File: src/rtl/pipeline_rr_arbiter.sv
// Round-robin arbiter that merges NUM_REQ valid/ready producers into one registered output slot.
// Each output word carries the index of the requester that produced it.
module pipeline_rr_arbiter #(
    parameter int DATA_WIDTH = 32,
    parameter int NUM_REQ    = 4,
    parameter int ID_WIDTH   = $clog2(NUM_REQ)
) (
    input  logic                          clk_i,
    input  logic                          rst_i,
    input  logic [NUM_REQ-1:0]            s_data_valid,
    input  logic [NUM_REQ*DATA_WIDTH-1:0] s_data_rdata,
    output logic [NUM_REQ-1:0]            s_data_ready,
    output logic                          m_data_valid,
    input  logic                          m_data_ready,
    output logic [DATA_WIDTH-1:0]         m_data_rdata,
    output logic [ID_WIDTH-1:0]           m_data_id,
    input  logic                          s_ctrl_stall,
    input  logic                          s_ctrl_flush
);

    typedef enum logic {
        SLOT_EMPTY = 1'b0,
        SLOT_FULL  = 1'b1
    } slotState_e;

    slotState_e            r_slotState;
    slotState_e            w_slotNext;
    logic [DATA_WIDTH-1:0] r_data;
    logic [ID_WIDTH-1:0]   r_id;
    logic [ID_WIDTH-1:0]   r_ptr;

    logic                  w_valid;
    logic                  w_anyReq;
    logic                  w_canAccept;
    logic                  w_accept;
    logic                  w_drain;
    logic [ID_WIDTH-1:0]   w_grant;
    logic [ID_WIDTH-1:0]   w_ptrNext;
    logic [DATA_WIDTH-1:0] w_payload [NUM_REQ];

    for (genvar gk = 0; gk < NUM_REQ; gk++) begin : g_payload
        assign w_payload[gk] = s_data_rdata[gk*DATA_WIDTH +: DATA_WIDTH];
    end

    assign w_valid     = (r_slotState == SLOT_FULL);
    assign w_anyReq    = |s_data_valid;
    assign w_canAccept = ~rst_i & ~s_ctrl_stall & ~s_ctrl_flush & (~w_valid | m_data_ready);
    assign w_accept    = w_canAccept & w_anyReq;
    assign w_drain     = w_valid & m_data_ready & ~s_ctrl_flush;

    // Later passes override earlier ones: the lowest index at or above r_ptr beats any index below it.
    always_comb begin
        w_grant = '0;
        for (int k = NUM_REQ - 1; k >= 0; k--) begin
            if (s_data_valid[k] && (k < int'(r_ptr))) begin
                w_grant = ID_WIDTH'(k);
            end
        end
        for (int k = NUM_REQ - 1; k >= 0; k--) begin
            if (s_data_valid[k] && (k >= int'(r_ptr))) begin
                w_grant = ID_WIDTH'(k);
            end
        end
    end

    assign w_ptrNext = (w_grant == ID_WIDTH'(NUM_REQ - 1)) ? '0 : (w_grant + ID_WIDTH'(1));

    always_comb begin
        s_data_ready = '0;
        if (w_accept) begin
            s_data_ready[w_grant] = 1'b1;
        end
    end

    always_ff @(posedge clk_i or posedge rst_i) begin
        if (rst_i) begin
            r_slotState <= SLOT_EMPTY;
        end else begin
            r_slotState <= w_slotNext;
        end
    end

    // Accept wins over drain so a simultaneous drain+accept reloads the slot without a bubble.
    always_comb begin
        w_slotNext = r_slotState;
        if (s_ctrl_flush) begin
            w_slotNext = SLOT_EMPTY;
        end else if (w_accept) begin
            w_slotNext = SLOT_FULL;
        end else if (w_drain) begin
            w_slotNext = SLOT_EMPTY;
        end
    end

    always_ff @(posedge clk_i or posedge rst_i) begin
        if (rst_i) begin
            r_data <= '0;
            r_id   <= '0;
            r_ptr  <= '0;
        end else if (w_accept) begin
            r_data <= w_payload[w_grant];
            r_id   <= w_grant;
            r_ptr  <= w_ptrNext;
        end
    end

    // Flush masks the slot contents in the same cycle; the registers keep their stale values.
    always_comb begin
        m_data_valid = w_valid & ~s_ctrl_flush;
        m_data_rdata = s_ctrl_flush ? '0 : r_data;
        m_data_id    = s_ctrl_flush ? '0 : r_id;
    end

endmodule

File: config.mk
export PLATFORM = sky130hd
export DESIGN_NAME = pipeline_rr_arbiter
export DESIGN_NICKNAME = d
export VERILOG_FILES = /design/src/rtl/pipeline_rr_arbiter.sv
export SDC_FILE = /design/constraint.sdc
export NUM_CORES = 1
export LEC_CHECK = 0
export BUFFER_PORTS_ARGS = -buffer_cell sky130_fd_sc_hd__buf_2
export CAP_MARGIN = 15
export CORE_ASPECT_RATIO = 1.5
export CORE_MARGIN = 3
export CORE_UTILIZATION = 44
export CTS_CLUSTER_DIAMETER = 120
export DETAILED_ROUTE_END_ITERATION = 10
export HOLD_SLACK_MARGIN = 0.08
export PLACE_DENSITY_LB_ADDON = 0.3
export SYNTH_ARGS = -nofsm -noshare
export SYNTH_HDL_FRONTEND = slang
export SYNTH_SLANG_ARGS = --single-unit
File: constraint.sdc
create_clock -name clk_i -period 2.6 [get_ports clk_i]
set_clock_uncertainty 0.2 [all_clocks]
set_input_delay 0.39 -clock clk_i [delete_from_list [all_inputs] [get_ports clk_i]]
set_output_delay 0.39 -clock clk_i [all_outputs]
set_load 0.01 [all_outputs]
# Word level (Yosys, flattened, before mapping)
# Cells that the tools add are included.
totals:
  regBits: 37
  latch_bits: 0
  mem_bits_rw: 0
  rom_bits: 0
  output_inout_bits: 39
  elab_cells: 56
  mem_count: 0
classes:
  n_addsub: 1
  mul: 0
  div: 0
  magnitude_cmp: 9
  n_eq_ne: 1
  shift: 0
  mux: 19
  bitwise: 13
  n_reduce_logical: 9
op_table:
  columns: ["operator", "count"]
  rows:
  - ["32-bit 2-to-1 mux", 3]
  - ["32-bit binary-select mux with 2-bit select", 1]
  - ["2-bit 2-to-1 mux", 9]
  - ["1-bit bitwise AND", 7]
  - ["1-bit logical AND", 7]
  - ["1-bit by 2-bit greater-or-equal comparator with 1-bit output (first input constant)", 2]
  - ["1-bit by 2-bit less-than comparator with 1-bit output (first input constant)", 2]
  - ["1-bit 2-to-1 mux", 4]
  - ["4-bit 2-to-1 mux", 1]
  - ["1-bit NOT", 4]
  - ["4-bit OR reduction", 1]
  - ["3-bit greater-or-equal comparator (second input constant)", 1]
  - ["2-bit by 3-bit less-than comparator with 1-bit output (second input constant)", 1]
  - ["2-bit NOT with 3-bit output", 1]
  - ["3-bit nonzero test", 1]
  - ["2-bit by 1-bit adder with 2-bit output (second input constant)", 1]
  - ["1-bit demux with 2-bit select", 1]
  - ["2-bit == test (second input constant)", 1]
  - ["2-bit by 1-bit greater-or-equal comparator with 1-bit output (second input constant)", 1]
  - ["2-bit greater-or-equal comparator (first input constant)", 1]
  - ["2-bit less-than comparator (first input constant)", 1]
  - ["1-bit OR", 1]

# Depth between registers and ports, before layout
logic_depth:
  ltp_word: 14
  mapped_depth: 10

# Worst setup path before layout
# No wires, ideal clock.
synth_timing:
  path_kind: "reg2out"
  start: "register r_ptr[1]"
  end: "output port s_data_ready[3]"
  t_arrival_ps: 1651
  t_required_ps: 2010
  setup_slack_ps: 359
  stages_incl_launch_ff: 10
  n_path_buf: 3
  path_cell_list: "dfrtp_1 > mux2i_1 > or2_1 > buf_2 > nand3_2 > buf_6 > buf_4 > inv_2 > ha_1 > and2_1"
synth_rtl:
  columns: ["element", "line_no", "source"]
  rows:
  - ["start, declared", "30", "logic [ID_WIDTH-1:0] r_ptr;"]
  - ["start signal, assigned", "103", "r_ptr <= w_ptrNext;"]
  - ["1-bit by 2-bit less-than comparator with 1-bit output", "55", "if (s_data_valid[k] && (k < int'(r_ptr))) begin"]
  - ["1-bit logical AND", "55", null]
  - ["2-bit 2-to-1 mux (2 in series)", "55", null]
  - ["2-bit 2-to-1 mux (3 in series)", "60", "if (s_data_valid[k] && (k >= int'(r_ptr))) begin"]
  - ["2-bit 2-to-1 mux *", "60", null]
  - ["named net w_grant[0]", "37", "logic [ID_WIDTH-1:0] w_grant;"]
  - ["2-bit by 3-bit less-than comparator with 1-bit output (implied by the code) or 2-bit by 1-bit greater-or-equal comparator with 1-bit output (tied branches)", "71", "s_data_ready[w_grant] = 1'b1;"]
  - ["1-bit logical AND (implied by the code)", "71", null]
  - ["1-bit 2-to-1 mux (implied by the code)", "71", null]
  - ["1-bit demux with 2-bit select *", "71", null]
  - ["4-bit 2-to-1 mux *", "70", "if (w_accept) begin"]
  - ["end, declared", "12", "output logic [NUM_REQ-1:0] s_data_ready,"]
# The timed path passes the listed nets; every way through them passes the cells marked *.

# Worst setup path in the final report
# Ends and elaborated chain as after synthesis.

==> flow_summary.ini <==
[critical_path]
max_stage_delay_ns = 0.42
regToRegSetupSlack_ns = 0.15
worst_ep_required_time_ns = 2.01
crit_fanout = 6
timing.critical_path.from_type = flop
timing_worst_setup_path_type = reg2out
worst-r2r-cell-count = 8
timing.critical_path.to_type = primary output
critical_path_arrival_ns = 1.89
timing.critical_path.cells = buf_4 > nand2b_1 > a21o_1 > nand3_4 > inv_2 > ha_1 > and2_1 > buf_2
rr_startpoint = r_ptr[1]
r2r_end = r_data[7]
crit_slowest_cell = sky130_fd_sc_hd__dfrtp_1

[clocking]
numClockSinks = 37
clock_insertion_delay_worst_skew_ns = 0.28
cts_made_buffers = 5
cts_root_buffer_type = sky130_fd_sc_hd__clkbuf_8
clockBufferDepth = 2
clk_pin_slew_worst_paths_ns = 0.07
maximum_level_of_the_cts_h_tree = 2
cts_tree = done

[placed_design]
io_buffer_count = 175
detailedPlacementHpwl_mm = 6.90
place_worst_setup_slack_ns = 0.0445
gp_congestion = 0.877

[sta]
fmax_ghz = 0.403
worst-slew-pin-transition_ns = 1.00
setup_repair_after_global_routing_missed_its_margin = false
final_max_slew_viol_count = 0
totalNegativeSetupSlack_ns = 0
post-route-min-period_ns = 2.48
final.period_utilization_pct = 95.5
report.final.hold_viol_count = 0
max_slew_margin_pct = 32.9
timing.final.setup_violations = 0
setup_ws_ns = 0.117

[die]
placementRows = 36
die-height_um = 107
core-area_mm2 = 0.00653
initial_utilization_pct = 45.6
number_of_placed_i_o_pins = 176
die_area_mm2 = 0.00781
floorplan.die.width_um = 73.2

[drt]
detailedRoute.firstPassIterationCount = 4
dr_total_vias = 3086
drt-vias-per-instance = 5.56
drt-total-wl_mm = 9.73
drt.antenna.violating_nets = 0
post_drt_wl_per_cell_um = 17.5
route.detailed.drc = 0
dr.first_iter.drc_count = 154

[global_route]
number_of_global_route_vias_before_repair = 3033
wire_length_of_the_first_global_routing_pass_mm = 14.6
maximum_number_of_pins_on_one_net_before_global_route_repair = 38
overflow = 0
global_route.usage.total_pct = 24.0
antenna_found_initial = 0

[yosys]
synth_nets = 449
synth_cell_type_count = 34
dominantRegCellSynth = sky130_fd_sc_hd__dfrtp_1
synthCells = 308
library_cell_with_the_largest_summed_area_after_synthesis = sky130_fd_sc_hd__dfrtp_1
async_reset_ff_share_pct = 100
ys_seq_elements = 37
seq_area_frac_synth_pct = 31.1
synth_largest_type_area_fraction_pct = 31.1
ys_warn_count = 0
number_of_enable_type_register_cells_in_the_synthesized_netlist = 0
area_contributors_post_synth = sky130_fd_sc_hd__dfrtp_1 31%, sky130_fd_sc_hd__a211oi_2 12%, sky130_fd_sc_hd__mux2i_1 11%
post_synth_instance_area_mm2 = 0.00298
synth.avg_cell_area_um2 = 9.67

[run]
timing.max_cap.violations = 0

[pwr]
power-per-cell-area_mw_per_mm2 = 753
power.leakage_nw = 1.99
irDropWorstVdd_v = 0.000609

[final_layout]
drive_gt1_share_pct = 50.5
synthToLayoutAreaGrowth_pct = 36.9
fillCellCount = 574
nNetsFinal = 619
diodes = 0

[hold_path]
min_delay_worst_endpoint = r_slotState
hold_path.class = in2reg
min_delay_path_depth = 2
hold_path_startpoint = m_data_ready

[run_status]
status = finished clean
## flip-flops by register name (all words and copies together) (netlist names)
name and cells:
r_ptr 2, r_data 32, r_slotState 1, r_id 2
## repair_timing
item / CTS / global route
setup buffers: 0 / 8
hold buffers: 1 / 0
hold endpoints to repair: 37 / 0
setup endpoints to repair: 0 / 35
gates resized for setup: 0 / 7
## how the worst max path moves through the flow
stage	start	end	slack (ns)
after global placement	s_data_valid[2]	r_data[31]	0.14
after CTS	rst_i	r_data[7]	0.01
after global routing	r_ptr[1]	s_data_ready[3]	0.03
after detailed placement	s_data_valid[0]	r_data[6]	0.04
after floorplan	r_ptr[1]	s_data_ready[3]	0.36
final	r_ptr[1]	s_data_ready[3]	0.12
## synthesized netlist by cell type (3+ instances only)
cell type,instances
sky130_fd_sc_hd__clkbuf_1,13
sky130_fd_sc_hd__buf_6,4
sky130_fd_sc_hd__and2_1,4
sky130_fd_sc_hd__buf_2,8
sky130_fd_sc_hd__nor2b_1,34
sky130_fd_sc_hd__buf_4,3
sky130_fd_sc_hd__nand2b_1,4
sky130_fd_sc_hd__a211oi_2,29
sky130_fd_sc_hd__and4_1,31
sky130_fd_sc_hd__ha_1,4
sky130_fd_sc_hd__nor2_1,36
sky130_fd_sc_hd__a211oi_1,33
sky130_fd_sc_hd__dfrtp_1,37
sky130_fd_sc_hd__mux2i_1,33
sky130_fd_sc_hd__inv_1,4
sky130_fd_sc_hd__nand2_1,6
## cell families after synthesis
logic type,count (synthesis),synth area share [%]
compound gates,74,23.8
fa+ha+maj,4,1.68
buf+inv,37,7.01
flops,37,31.1
mux,33,11.1
simple gates,123,25.3
## metrics by stage
step | hold slack (ns) | total power [mW] | instances | util (%) | instance area [µm²]
finish | 0.114 | 3.07 | 555 | 62.5 | 4080
CTS | 0.109 | 3.02 | 546 | 60.8 | 3970
detailed placement | 0.258 | 2.49 | 537 | 58.9 | 3850
global route | 0.121 | 3.28 | 555 | 62.5 | 4080
global placement | 0.254 | 2.44 | 537 | 58.9 | 3850
floorplan | 0.242 | 2.05 | 308 | - | 2980
## placed cells by master, fill, tap and decap left out
master | Yosys | routed
sky130_fd_sc_hd__buf_2 | 8 | 175
sky130_fd_sc_hd__dfrtp_1 | 37 | 37
sky130_fd_sc_hd__nor2_1 | 36 | 35
sky130_fd_sc_hd__nor2b_1 | 34 | 34
sky130_fd_sc_hd__mux2i_1 | 33 | 33
sky130_fd_sc_hd__a211oi_2 | 29 | 33
sky130_fd_sc_hd__and4_1 | 31 | 31
sky130_fd_sc_hd__a211oi_1 | 33 | 29
sky130_fd_sc_hd__buf_4 | 3 | 17
sky130_fd_sc_hd__nand2_1 | 6 | 6
sky130_fd_sc_hd__clkbuf_8 | 0 | 6
sky130_fd_sc_hd__nand2b_1 | 4 | 4
sky130_fd_sc_hd__inv_1 | 4 | 4
sky130_fd_sc_hd__and2_1 | 4 | 4
sky130_fd_sc_hd__ha_1 | 4 | 4
sky130_fd_sc_hd__inv_2 | 2 | 2
sky130_fd_sc_hd__nor2_4 | 0 | 2
sky130_fd_sc_hd__or2_1 | 2 | 2
sky130_fd_sc_hd__a21o_1 | 2 | 2
sky130_fd_sc_hd__o31ai_1 | 2 | 2
sky130_fd_sc_hd__nor3_1 | 1 | 1
sky130_fd_sc_hd__or4_1 | 1 | 1
sky130_fd_sc_hd__nand3_2 | 2 | 1
sky130_fd_sc_hd__a311oi_4 | 0 | 1
sky130_fd_sc_hd__a21oi_2 | 0 | 1
sky130_fd_sc_hd__nand3_4 | 0 | 1
sky130_fd_sc_hd__and3_4 | 1 | 1
sky130_fd_sc_hd__o21ai_4 | 1 | 1
sky130_fd_sc_hd__o21ai_1 | 1 | 1
sky130_fd_sc_hd__o21ai_0 | 1 | 1
sky130_fd_sc_hd__nand4_1 | 1 | 1
sky130_fd_sc_hd__a21oi_1 | 2 | 1
sky130_fd_sc_hd__a211o_1 | 1 | 1
sky130_fd_sc_hd__o221ai_1 | 1 | 1
sky130_fd_sc_hd__bufinv_16 | 0 | 1
sky130_fd_sc_hd__clkbuf_1 | 13 | 1
sky130_fd_sc_hd__dlygate4sd3_1 | 0 | 1
## layer usage
| metal | GRT usage [%] | share of wire, % | vias to the layer above |
|---|---|---|---|
| li1 | - | - | 1487 |
| met1 | 28.8 | 38 | 1461 |
| met2 | 41.6 | 53 | 120 |
| met3 | 3.75 | 6.8 | 18 |
| met4 | 9.63 | 2.2 | 0 |
| met5 | 0 | 0 | - |
## report_power, final
part	switching [mW]	internal [mW]
Sequential	0.139	0.827
Clock	0.212	0.313
Combinational	0.852	0.731
## worst max-delay path, delay by kind of cell (launching register included)
family          cells  cell delay [ns]
compound gates      1             0.22
fa+ha+maj           1             0.19
simple gates        3             0.42
flops               1             0.42
buf+inv             3             0.36
## layout make-up
cell class | instances | area (µm²) | area share [%]
inverter | 6 | 22.5 | 0.552
clock inverter | 1 | 30.0 | 0.736
timing repair buffer | 193 | 1010 | 24.8
multi-input combinational | 235 | 1910 | 46.7
clock buffer | 7 | 86.3 | 2.12
tap | 76 | 95.1 | 2.33
sequential | 37 | 926 | 22.7
Power figures use the tool's default switching activity.
